`src/rtl/baud_cfg_ctrl_if.sv`:
```
// Configuration port between the host/register side and the baud
// configuration controller: valid/ready transfer plus a reject pulse.
interface baud_cfg_ctrl_if;
  logic        cfg_valid;
  logic        cfg_ready;
  logic [11:0] cfg_freq;
  logic [15:0] cfg_limit;
  logic        cfg_err;

  modport master (
    output cfg_valid,
    output cfg_freq,
    output cfg_limit,
    input  cfg_ready,
    input  cfg_err
  );

  modport slave (
    input  cfg_valid,
    input  cfg_freq,
    input  cfg_limit,
    output cfg_ready,
    output cfg_err
  );
endinterface

```
`src/rtl/baud_cfg_ctrl.sv`:
```
// Run-time baud configuration controller. Accepts and validates new
// divider settings, drains tx/rx, clears the generator, applies both
// settings on one edge, then waits a fixed number of ce_16 ticks before
// reporting baud_ok. All outputs are registered.
module baud_cfg_ctrl #(
  parameter logic [11:0] RESET_FREQ   = 12'd576,
  parameter logic [15:0] RESET_LIMIT  = 16'd15049,
  parameter int unsigned SETTLE_TICKS = 16
) (
  input  logic                  clock,
  input  logic                  reset_n,
  baud_cfg_ctrl_if.slave        cfg,
  input  logic                  tx_busy,
  input  logic                  rx_busy,
  input  logic                  ce_16,
  output logic [11:0]           baud_freq,
  output logic [15:0]           baud_limit,
  output logic                  gen_clr,
  output logic                  uart_hold,
  output logic                  baud_ok
);

  typedef enum logic [1:0] {IDLE, DRAIN, CLEAR, SETTLE} state_t;

  localparam logic [7:0] SETTLE_LAST = 8'(SETTLE_TICKS);

  state_t      state_q, state_d;
  logic [7:0]  settle_cnt_q, settle_cnt_d;
  logic        clr_cnt_q, clr_cnt_d;
  logic [11:0] shadow_freq_q, shadow_freq_d;
  logic [15:0] shadow_limit_q, shadow_limit_d;
  logic [11:0] freq_q, freq_d;
  logic [15:0] limit_q, limit_d;
  logic        gen_clr_q, gen_clr_d;
  logic        ready_q, ready_d;
  logic        err_q, err_d;
  logic        hold_q, hold_d;
  logic        ok_q, ok_d;
  logic        cfg_bad;

  // Reject zero dividers and ratios that would tick faster than every other cycle.
  always_comb begin
    cfg_bad = (cfg.cfg_freq == '0) || (cfg.cfg_limit == '0) ||
              ({4'b0000, cfg.cfg_freq} > cfg.cfg_limit);
  end

  // State and registered-output storage; reset leaves the generator settling on defaults.
  always_ff @(posedge clock or negedge reset_n) begin
    if (!reset_n) begin
      state_q        <= SETTLE;
      settle_cnt_q   <= '0;
      clr_cnt_q      <= 1'b0;
      shadow_freq_q  <= RESET_FREQ;
      shadow_limit_q <= RESET_LIMIT;
      freq_q         <= RESET_FREQ;
      limit_q        <= RESET_LIMIT;
      gen_clr_q      <= 1'b0;
      ready_q        <= 1'b0;
      err_q          <= 1'b0;
      hold_q         <= 1'b1;
      ok_q           <= 1'b0;
    end else begin
      state_q        <= state_d;
      settle_cnt_q   <= settle_cnt_d;
      clr_cnt_q      <= clr_cnt_d;
      shadow_freq_q  <= shadow_freq_d;
      shadow_limit_q <= shadow_limit_d;
      freq_q         <= freq_d;
      limit_q        <= limit_d;
      gen_clr_q      <= gen_clr_d;
      ready_q        <= ready_d;
      err_q          <= err_d;
      hold_q         <= hold_d;
      ok_q           <= ok_d;
    end
  end

  // Next-state and next-output logic; outputs are computed one cycle ahead and registered.
  always_comb begin
    state_d        = state_q;
    settle_cnt_d   = settle_cnt_q;
    clr_cnt_d      = clr_cnt_q;
    shadow_freq_d  = shadow_freq_q;
    shadow_limit_d = shadow_limit_q;
    freq_d         = freq_q;
    limit_d        = limit_q;
    gen_clr_d      = gen_clr_q;
    ready_d        = ready_q;
    err_d          = 1'b0;
    hold_d         = hold_q;
    ok_d           = ok_q;
    unique case (state_q)
      IDLE: begin
        if (cfg.cfg_valid && ready_q) begin
          if (cfg_bad) begin
            err_d = 1'b1;
          end else begin
            shadow_freq_d  = cfg.cfg_freq;
            shadow_limit_d = cfg.cfg_limit;
            state_d        = DRAIN;
            ready_d        = 1'b0;
            hold_d         = 1'b1;
            ok_d           = 1'b0;
          end
        end
      end
      DRAIN: begin
        if (!tx_busy && !rx_busy) begin
          state_d   = CLEAR;
          gen_clr_d = 1'b1;
          clr_cnt_d = 1'b0;
          freq_d    = shadow_freq_q;
          limit_d   = shadow_limit_q;
        end
      end
      CLEAR: begin
        if (clr_cnt_q) begin
          state_d      = SETTLE;
          gen_clr_d    = 1'b0;
          settle_cnt_d = '0;
        end else begin
          clr_cnt_d = 1'b1;
        end
      end
      SETTLE: begin
        if (ce_16) begin
          settle_cnt_d = settle_cnt_q + 8'd1;
          if (settle_cnt_q + 8'd1 == SETTLE_LAST) begin
            state_d = IDLE;
            ok_d    = 1'b1;
            hold_d  = 1'b0;
            ready_d = 1'b1;
          end
        end
      end
      default: state_d = SETTLE;
    endcase
  end

  assign cfg.cfg_ready = ready_q;
  assign cfg.cfg_err   = err_q;
  assign baud_freq     = freq_q;
  assign baud_limit    = limit_q;
  assign gen_clr       = gen_clr_q;
  assign uart_hold     = hold_q;
  assign baud_ok       = ok_q;

endmodule

```
`src/flat_wrapper.sv`:
```
// flat-port wrapper written by rule: the top's interface ports become plain ports
module baud_cfg_ctrl_flat 
#(
  parameter logic [11:0] RESET_FREQ   = 12'd576,
  parameter logic [15:0] RESET_LIMIT  = 16'd15049,
  parameter int unsigned SETTLE_TICKS = 16
)
  (clock, reset_n, tx_busy, rx_busy, ce_16, baud_freq, baud_limit, gen_clr, uart_hold, baud_ok, cfg_cfg_valid, cfg_cfg_freq, cfg_cfg_limit, cfg_cfg_ready, cfg_cfg_err);
  baud_cfg_ctrl_if cfg_i ();
  input  logic clock;
  input  logic reset_n;
  input  logic tx_busy;
  input  logic rx_busy;
  input  logic ce_16;
  output logic [11:0] baud_freq;
  output logic [15:0] baud_limit;
  output logic gen_clr;
  output logic uart_hold;
  output logic baud_ok;
  input wire logic [$bits(cfg_i.cfg_valid)-1:0] cfg_cfg_valid;
  input wire logic [$bits(cfg_i.cfg_freq)-1:0] cfg_cfg_freq;
  input wire logic [$bits(cfg_i.cfg_limit)-1:0] cfg_cfg_limit;
  output wire logic [$bits(cfg_i.cfg_ready)-1:0] cfg_cfg_ready;
  output wire logic [$bits(cfg_i.cfg_err)-1:0] cfg_cfg_err;
  assign cfg_i.cfg_valid = cfg_cfg_valid;
  assign cfg_i.cfg_freq = cfg_cfg_freq;
  assign cfg_i.cfg_limit = cfg_cfg_limit;
  assign cfg_cfg_ready = cfg_i.cfg_ready;
  assign cfg_cfg_err = cfg_i.cfg_err;
  baud_cfg_ctrl #(.RESET_FREQ(RESET_FREQ), .RESET_LIMIT(RESET_LIMIT), .SETTLE_TICKS(SETTLE_TICKS)) u_core (.clock(clock), .reset_n(reset_n), .cfg(cfg_i), .tx_busy(tx_busy), .rx_busy(rx_busy), .ce_16(ce_16), .baud_freq(baud_freq), .baud_limit(baud_limit), .gen_clr(gen_clr), .uart_hold(uart_hold), .baud_ok(baud_ok));
endmodule
```
`config.mk`:
```
export PLATFORM = sky130hd
export DESIGN_NAME = baud_cfg_ctrl_flat
export DESIGN_NICKNAME = d
export VERILOG_FILES = /design/src/rtl/baud_cfg_ctrl_if.sv /design/src/rtl/baud_cfg_ctrl.sv /design/src/flat_wrapper.sv
export SDC_FILE = /design/constraint.sdc
export NUM_CORES = 1
export LEC_CHECK = 0
export CORE_MARGIN = 3
export CORE_UTILIZATION = 52
export CTS_CLUSTER_DIAMETER = 40
export CTS_CLUSTER_SIZE = 30
export DETAILED_ROUTE_END_ITERATION = 10
export HOLD_SLACK_MARGIN = 0.12
export PLACE_DENSITY = 0.8
export SYNTH_ARGS = -nofsm -noshare
export SYNTH_HDL_FRONTEND = slang
export SYNTH_SLANG_ARGS = --single-unit
```
`constraint.sdc`:
```
create_clock -name clock -period 2.63 [get_ports clock]
set_input_delay 0.6575 -clock clock [delete_from_list [all_inputs] [get_ports clock]]
set_output_delay 0.6575 -clock clock [all_outputs]
set_load 0.005 [all_outputs]
```
Yosys cells after proc, flatten, opt, wreduce, memory -nomap -nowiden
Cells that the tools add are included.
{"block": "totals", "inputBits": 34, "out_inout_bits": 33, "word_cells": 71, "regBits": 71}
{"block": "op_classes", "reduce_logical": 19, "bitwise_logic": 1, "eq_ne": 10, "muxes": 28, "order_cmp": 1, "add_sub_neg": 1}
{"operator": "12-bit by 16-bit > comparator with 1-bit output", "count": 1}
{"operator": "16-bit logical NOT", "count": 1}
{"operator": "8-bit 2-to-1 mux", "count": 2}
{"operator": "8-bit case mux with 2 select lines", "count": 1}
{"operator": "1-bit 2-to-1 mux", "count": 14}
{"operator": "12-bit logical NOT", "count": 1}
{"operator": "2-bit 2-to-1 mux", "count": 6}
{"operator": "3-bit AND reduction", "count": 3}
{"operator": "8-bit by 1-bit adder with 8-bit output (second input constant)", "count": 1}
{"operator": "8-bit by 5-bit equality test with 1-bit output (second input constant)", "count": 1}
{"operator": "2-bit by 1-bit inequality test with 1-bit output (second input constant)", "count": 4}
{"operator": "1-bit case mux with 2 select lines", "count": 4}
{"operator": "2-bit case mux with 4 select lines", "count": 1}
{"operator": "6-bit AND reduction", "count": 1}
{"operator": "2-bit nonzero test", "count": 3}
{"operator": "5-bit AND reduction", "count": 1}
{"operator": "2-bit equality test (second input constant)", "count": 2}
{"operator": "2-bit inequality test (second input constant)", "count": 2}
{"operator": "2-bit AND reduction", "count": 2}
{"operator": "2-bit by 1-bit equality test with 1-bit output (second input constant)", "count": 1}
{"operator": "1-bit logical AND", "count": 2}
{"operator": "1-bit logical NOT", "count": 2}
{"operator": "2-bit logical NOT", "count": 1}
{"operator": "1-bit logical OR", "count": 2}
{"operator": "1-bit NOT", "count": 1}

Depth between registers and ports, before layout
{"block": "depth", "ltp_word": 6, "ltp_mapped": 10, "depth_no_buf": 8}

Worst setup path after synthesis
No wires, ideal clock.
{"block": "synth_path", "path_kind": "input-to-reg", "start": "input cfg_cfg_limit[12]", "end": "register u_core.shadow_freq_q[0]", "path_buffers": 2, "slack_ns": -0.041, "setup_ns": 0.125, "arrival_ns": 2.546, "cell_stages": 8, "required_ns": 2.505, "cell_sequence": "or4_4 > nor4_4 > o21ai_1 > a32oi_2 > nor3_2 > buf_6 > buf_6 > mux2_4"}
{"block": "synth_via", "elab_chain_cells": 5, "word_cells_on_any_way": 6, "classes_between": "1 x order compare; 1 x bitwise; 4 x reduce/logical"}
{"item": "from (decl)", "line_no": "flat_wrapper.sv:22", "text": "input wire logic [$bits(cfg_i.cfg_limit)-1:0] cfg_cfg_limit;"}
{"item": "parallel branches: the longest is 2 deep, another holds 12-bit by 16-bit > comparator with 1-bit output"}
{"item": "1-bit logical OR *", "line_no": "baud_cfg_ctrl.sv:43", "text": "cfg_bad = (cfg.cfg_freq == '0) || (cfg.cfg_limit == '0) ||"}
{"item": "1-bit NOT (no line) *"}
{"item": "3-bit AND reduction (no line) *"}
{"item": "to (signal assigned)", "line_no": "baud_cfg_ctrl.sv:66", "text": "shadow_freq_q <= shadow_freq_d;"}
{"item": "to (decl)", "line_no": "baud_cfg_ctrl.sv:30", "text": "logic [11:0] shadow_freq_q, shadow_freq_d;"}
Mark *: on every way between the ends.
A chain may end at the register's enable or synchronous reset.

Final worst setup path
{"block": "layout_path", "start": "input cfg_cfg_freq[8]", "end": "register u_core.shadow_freq_q[5]"}
{"block": "layout_via", "elab_chain_cells": 5, "word_cells_on_any_way": 6, "classes_between": "1 x order compare; 1 x bitwise; 4 x reduce/logical"}
{"item": "from (decl)", "line_no": "flat_wrapper.sv:21", "text": "input wire logic [$bits(cfg_i.cfg_freq)-1:0] cfg_cfg_freq;"}
{"item": "parallel branches: the longest is 2 deep, another holds 12-bit by 16-bit > comparator with 1-bit output"}
{"item": "1-bit logical OR *", "line_no": "baud_cfg_ctrl.sv:43"}
{"item": "1-bit NOT (no line) *"}
{"item": "3-bit AND reduction (no line) *"}
Marks and branches as above.

==> results by group <==
Run status
  • Status: complete, no violations

Clock tree
  • CTS Sinks: 71
  • Worst-Skew Late Latency: 0.34 ns
  • H-tree level count: 3
  • Cts hold-fix bufs: 0
  • Clock slew at reported path FFs: 0.08 ns
  • Inserted Clock Buffers: 9
  • CTS tree: built
  • Clk buf depth: 2
  • CTS root buffer: clkbuf_8

Floorplan
  • Die Width: between 80 and 90 um
  • Row cnt: 29
  • I/O Pins: 67
  • Starting Density: 0.540
  • Overall die area: roughly 7600 um^2
  • Core ar.: 6390 um^2
  • Die H: 87.4 um

Timing
  • Hold Vio Cnt, Final: 0
  • Max-slew headroom: 0.547
  • Slew Viols, Final: 0
  • Fmax: between 0.3 and 0.4 GHz
  • Hold_ws: 0.314 ns
  • Final WS setup: approximately 0.070 ns
  • Final Setup Violations: 0
  • Worst slew pin tran: between 0.6 and 0.7 ns
  • Final min period: 2.56 ns
  • RSZ-0062 raised after global routing: false
  • Period utilization: 0.973
  • Clock skew: 0.00296 ns

Power
  • Lkg Pwr: 2.23 nW
  • VDD IR max: ~0.00039 V
  • Power per cell area: 445 nW/um^2

Logic synthesis
  • Syn_nets: 329
  • Mean post-synth cell area: 12.4 um^2
  • Commonest register cell after synthesis: dfrtp_1
  • Async set or reset register ratio after synthesis: 1.00
  • Largest family of logic cells by synthesized area: multiplexers
  • XOR/XNOR Fraction of Synth Area: 0.00508
  • Post-synth top area share: 0.348
  • YS warnings: 0
  • Most instantiated library cell after synthesis: dfrtp_1
  • Mux contribution to synthesized area: 0.196
  • Synth area leaders: dfrtp_1 (35%), dfstp_2 (18%), mux2_2 (15%)
  • Flops & latches, synth: 71
  • Post-synth EDFFs: 0
  • Top cell type by total area after synthesis: dfrtp_1
  • Netlist cell types: 39
  • Register area share after synthesis: 0.524
  • Post-Synth Simple-Gate Area: 0.107
  • Syn Std Cell Area: 3450 um^2
  • Adder-Cell Fraction of Synth Area: 0.0617
  • Mapped Cells: 278
  • Synth Area in Compound Gates: 0.0740
  • Synth cell count leaders: dfrtp_1 (48), mux2_2 (47), dfstp_2 (23), nand2_1 (23)

Place
  • HPWL Detailed: 5600 um
  • Setup WS pre-CTS: -0.496 ns
  • Port Buffers: 66
  • Placer congestion estimate: 0.872
  • Inst Count DP: 446
  • Area after DPL: 4460 um^2

Finish
  • Number of nets in the layout: 438
  • Share of layout cells above drive strength 1: 0.408
  • Fillers: 418
  • # diodes: 0
  • Core Util, Final: 0.750
  • Layout Cells excl Fill: 469
  • Synthesis-to-layout area growth: 38.9%
  • Post-route cell area: 4790 um^2

Setup path
  • Cell breakdown of the critical path: clkdlybuf4s15_1 > ha_1 > nand4_1 > nor4_4 > o21ai_2 > a32oi_4 > nor3_4 > buf_6 > buf_12 > buf_16 > mux2_4
  • Worst Path Required: around 2.9 ns
  • CP startpoint kind: input pin
  • Critical path capture point type: register
  • Reg-to-reg slack, setup: roughly 0.13 ns
  • Slowest stage delay, CP: 0.36 ns
  • Critical Path Fanout Max: 5
  • R2r worst-path depth: 6
  • CP Class: in2reg
  • Crit-path slowest cell: nor4_4
  • R2R Path End: u_core.state_q[1]
  • Worst Path Arrival: approximately 2.8 ns
  • Worst r2r src: u_core.settle_cnt_q[0]

Global routing
  • Congestion Overflow GR: 0
  • Vias in the first global route: about 2800
  • Global-route wire length before repair: 13500 um
  • Total track usage: 0.230
  • Largest net degree at the start of global routing: 72
  • Initial antenna violation count: 0

Hold path
  • HP Class: in2async

Detailed routing
  • DR vias: 2607
  • Iter 0 DRT Violations: roughly 110
  • Final ANT Viol Nets: 0
  • Wire per inst: 17.9 um
  • Drt total wl: 8420 um
  • Drt via density: 5.56
  • Post-route DRC: 0
  • Drt first pass iters: 4

Job
  • Max-Cap Viols: 0
==> layout by cell type (no fill, tap or decap), types with 5 or more instances in the layout <==
cell | Yosys | layout
ha_4 | 0 | 5
buf_4 | 1 | 31
nor2b_1 | 7 | 7
inv_1 | 17 | 13
mux2_2 | 47 | 47
dfrtp_1 | 48 | 48
ha_1 | 17 | 12
dlygate4sd2_1 | 0 | 10
nor4_1 | 7 | 7
clkbuf_8 | 0 | 13
clkdlybuf4s15_1 | 0 | 5
a21oi_1 | 7 | 7
buf_12 | 0 | 6
clkbuf_2 | 0 | 7
nor2_1 | 8 | 8
dfstp_2 | 23 | 23
nand2_1 | 23 | 22
mux2_4 | 9 | 9
clkdlybuf4s50_1 | 0 | 41
o21ai_0 | 16 | 16
nand3_1 | 7 | 7
==> layer usage <==
metal  global-route usage  wire (um)
met4               0.0962        172
met1                0.285       3650
met3               0.0378        299
met5                    0          0
met2                0.397       4300
==> through the flow <==
stage                     TNS (ns)  total power [mW]
after floorplan                  0              1.15
after global placement      -11.70              1.28
after detailed placement    -14.56              1.28
after CTS                        0              2.13
after global routing             0              2.20
final                            0              2.13
==> what timing repair did <==
item,in CTS,in global routing
pin swaps,7,6
gates cloned,2,0
gates resized for setup,38,24
setup buffers,5,1
setup endpoints to repair,31,26
==> cell type report <==
| type | count | area, um^2 | area share |
|---|---|---|---|
| Timing Repair Buffer | 106 | 1010 | 0.211 |
| Clock inverter | 2 | 12.5 | 0.00261 |
| Multi-Input combinational cell | 182 | 1620 | 0.338 |
| Inverter | 17 | 63.8 | 0.0133 |
| Sequential cell | 71 | 1810 | 0.377 |
| Clock buffer | 14 | 183 | 0.0381 |
| Tap cell | 77 | 96.3 | 0.0201 |
==> registers in the layout, indices dropped and copies added, names as in the netlist <==
signal and cells:
u_core.cfg.cfg_err 1, u_core.clr_cnt_q 1, u_core.baud_limit 16, u_core.shadow_limit_q 16
u_core.settle_cnt_q 8, u_core.uart_hold 1, u_core.baud_freq 12, u_core.state_q 2
u_core.shadow_freq_q 12, u_core.cfg.cfg_ready 1, u_core.gen_clr 1
==> worst max-delay path: cells and delay by family <==
family                   cells  cell delay [ns]
AO/OA/AOI/OAI                2             0.36
multiplexers                 1             0.28
adder cells (fa/ha/maj)      1             0.30
buffers and inverters        4             0.58
AND/OR/NAND/NOR              3             0.61
==> cells by family after synthesis <==
kind of cell | after synthesis
multiplexers | 57
AND/OR/NAND/NOR | 67
AO/OA/AOI/OAI | 39
XOR/XNOR | 2
flip-flops | 71
adder cells (fa/ha/maj) | 17
buffers and inverters | 25
==> worst max-delay path by stage <==
stage | startpoint | to | slack [ns] | depth (start not counted)
floorplan | cfg_cfg_limit[11] | u_core.shadow_freq_q[0] | 0.05 | 10
detailed placement | cfg_cfg_limit[11] | u_core.shadow_limit_q[14] | -0.50 | 10
global route | cfg_cfg_freq[8] | u_core.shadow_freq_q[2] | 0.01 | 11
global placement | cfg_cfg_limit[8] | u_core.shadow_limit_q[14] | -0.41 | 10
finish | cfg_cfg_freq[8] | u_core.shadow_freq_q[5] | 0.07 | 11
CTS | cfg_cfg_limit[13] | u_core.shadow_freq_q[2] | 0.01 | 9
==> power breakdown <==
group	internal [mW]	switching [mW]	leakage, nW
clock	0.445	0.414	0.0987
sequential	1.09	0	0.903
combinational	0.0888	0.0907	1.22
total	1.63	0.505	2.23
(Power assumes the default switching activity.)
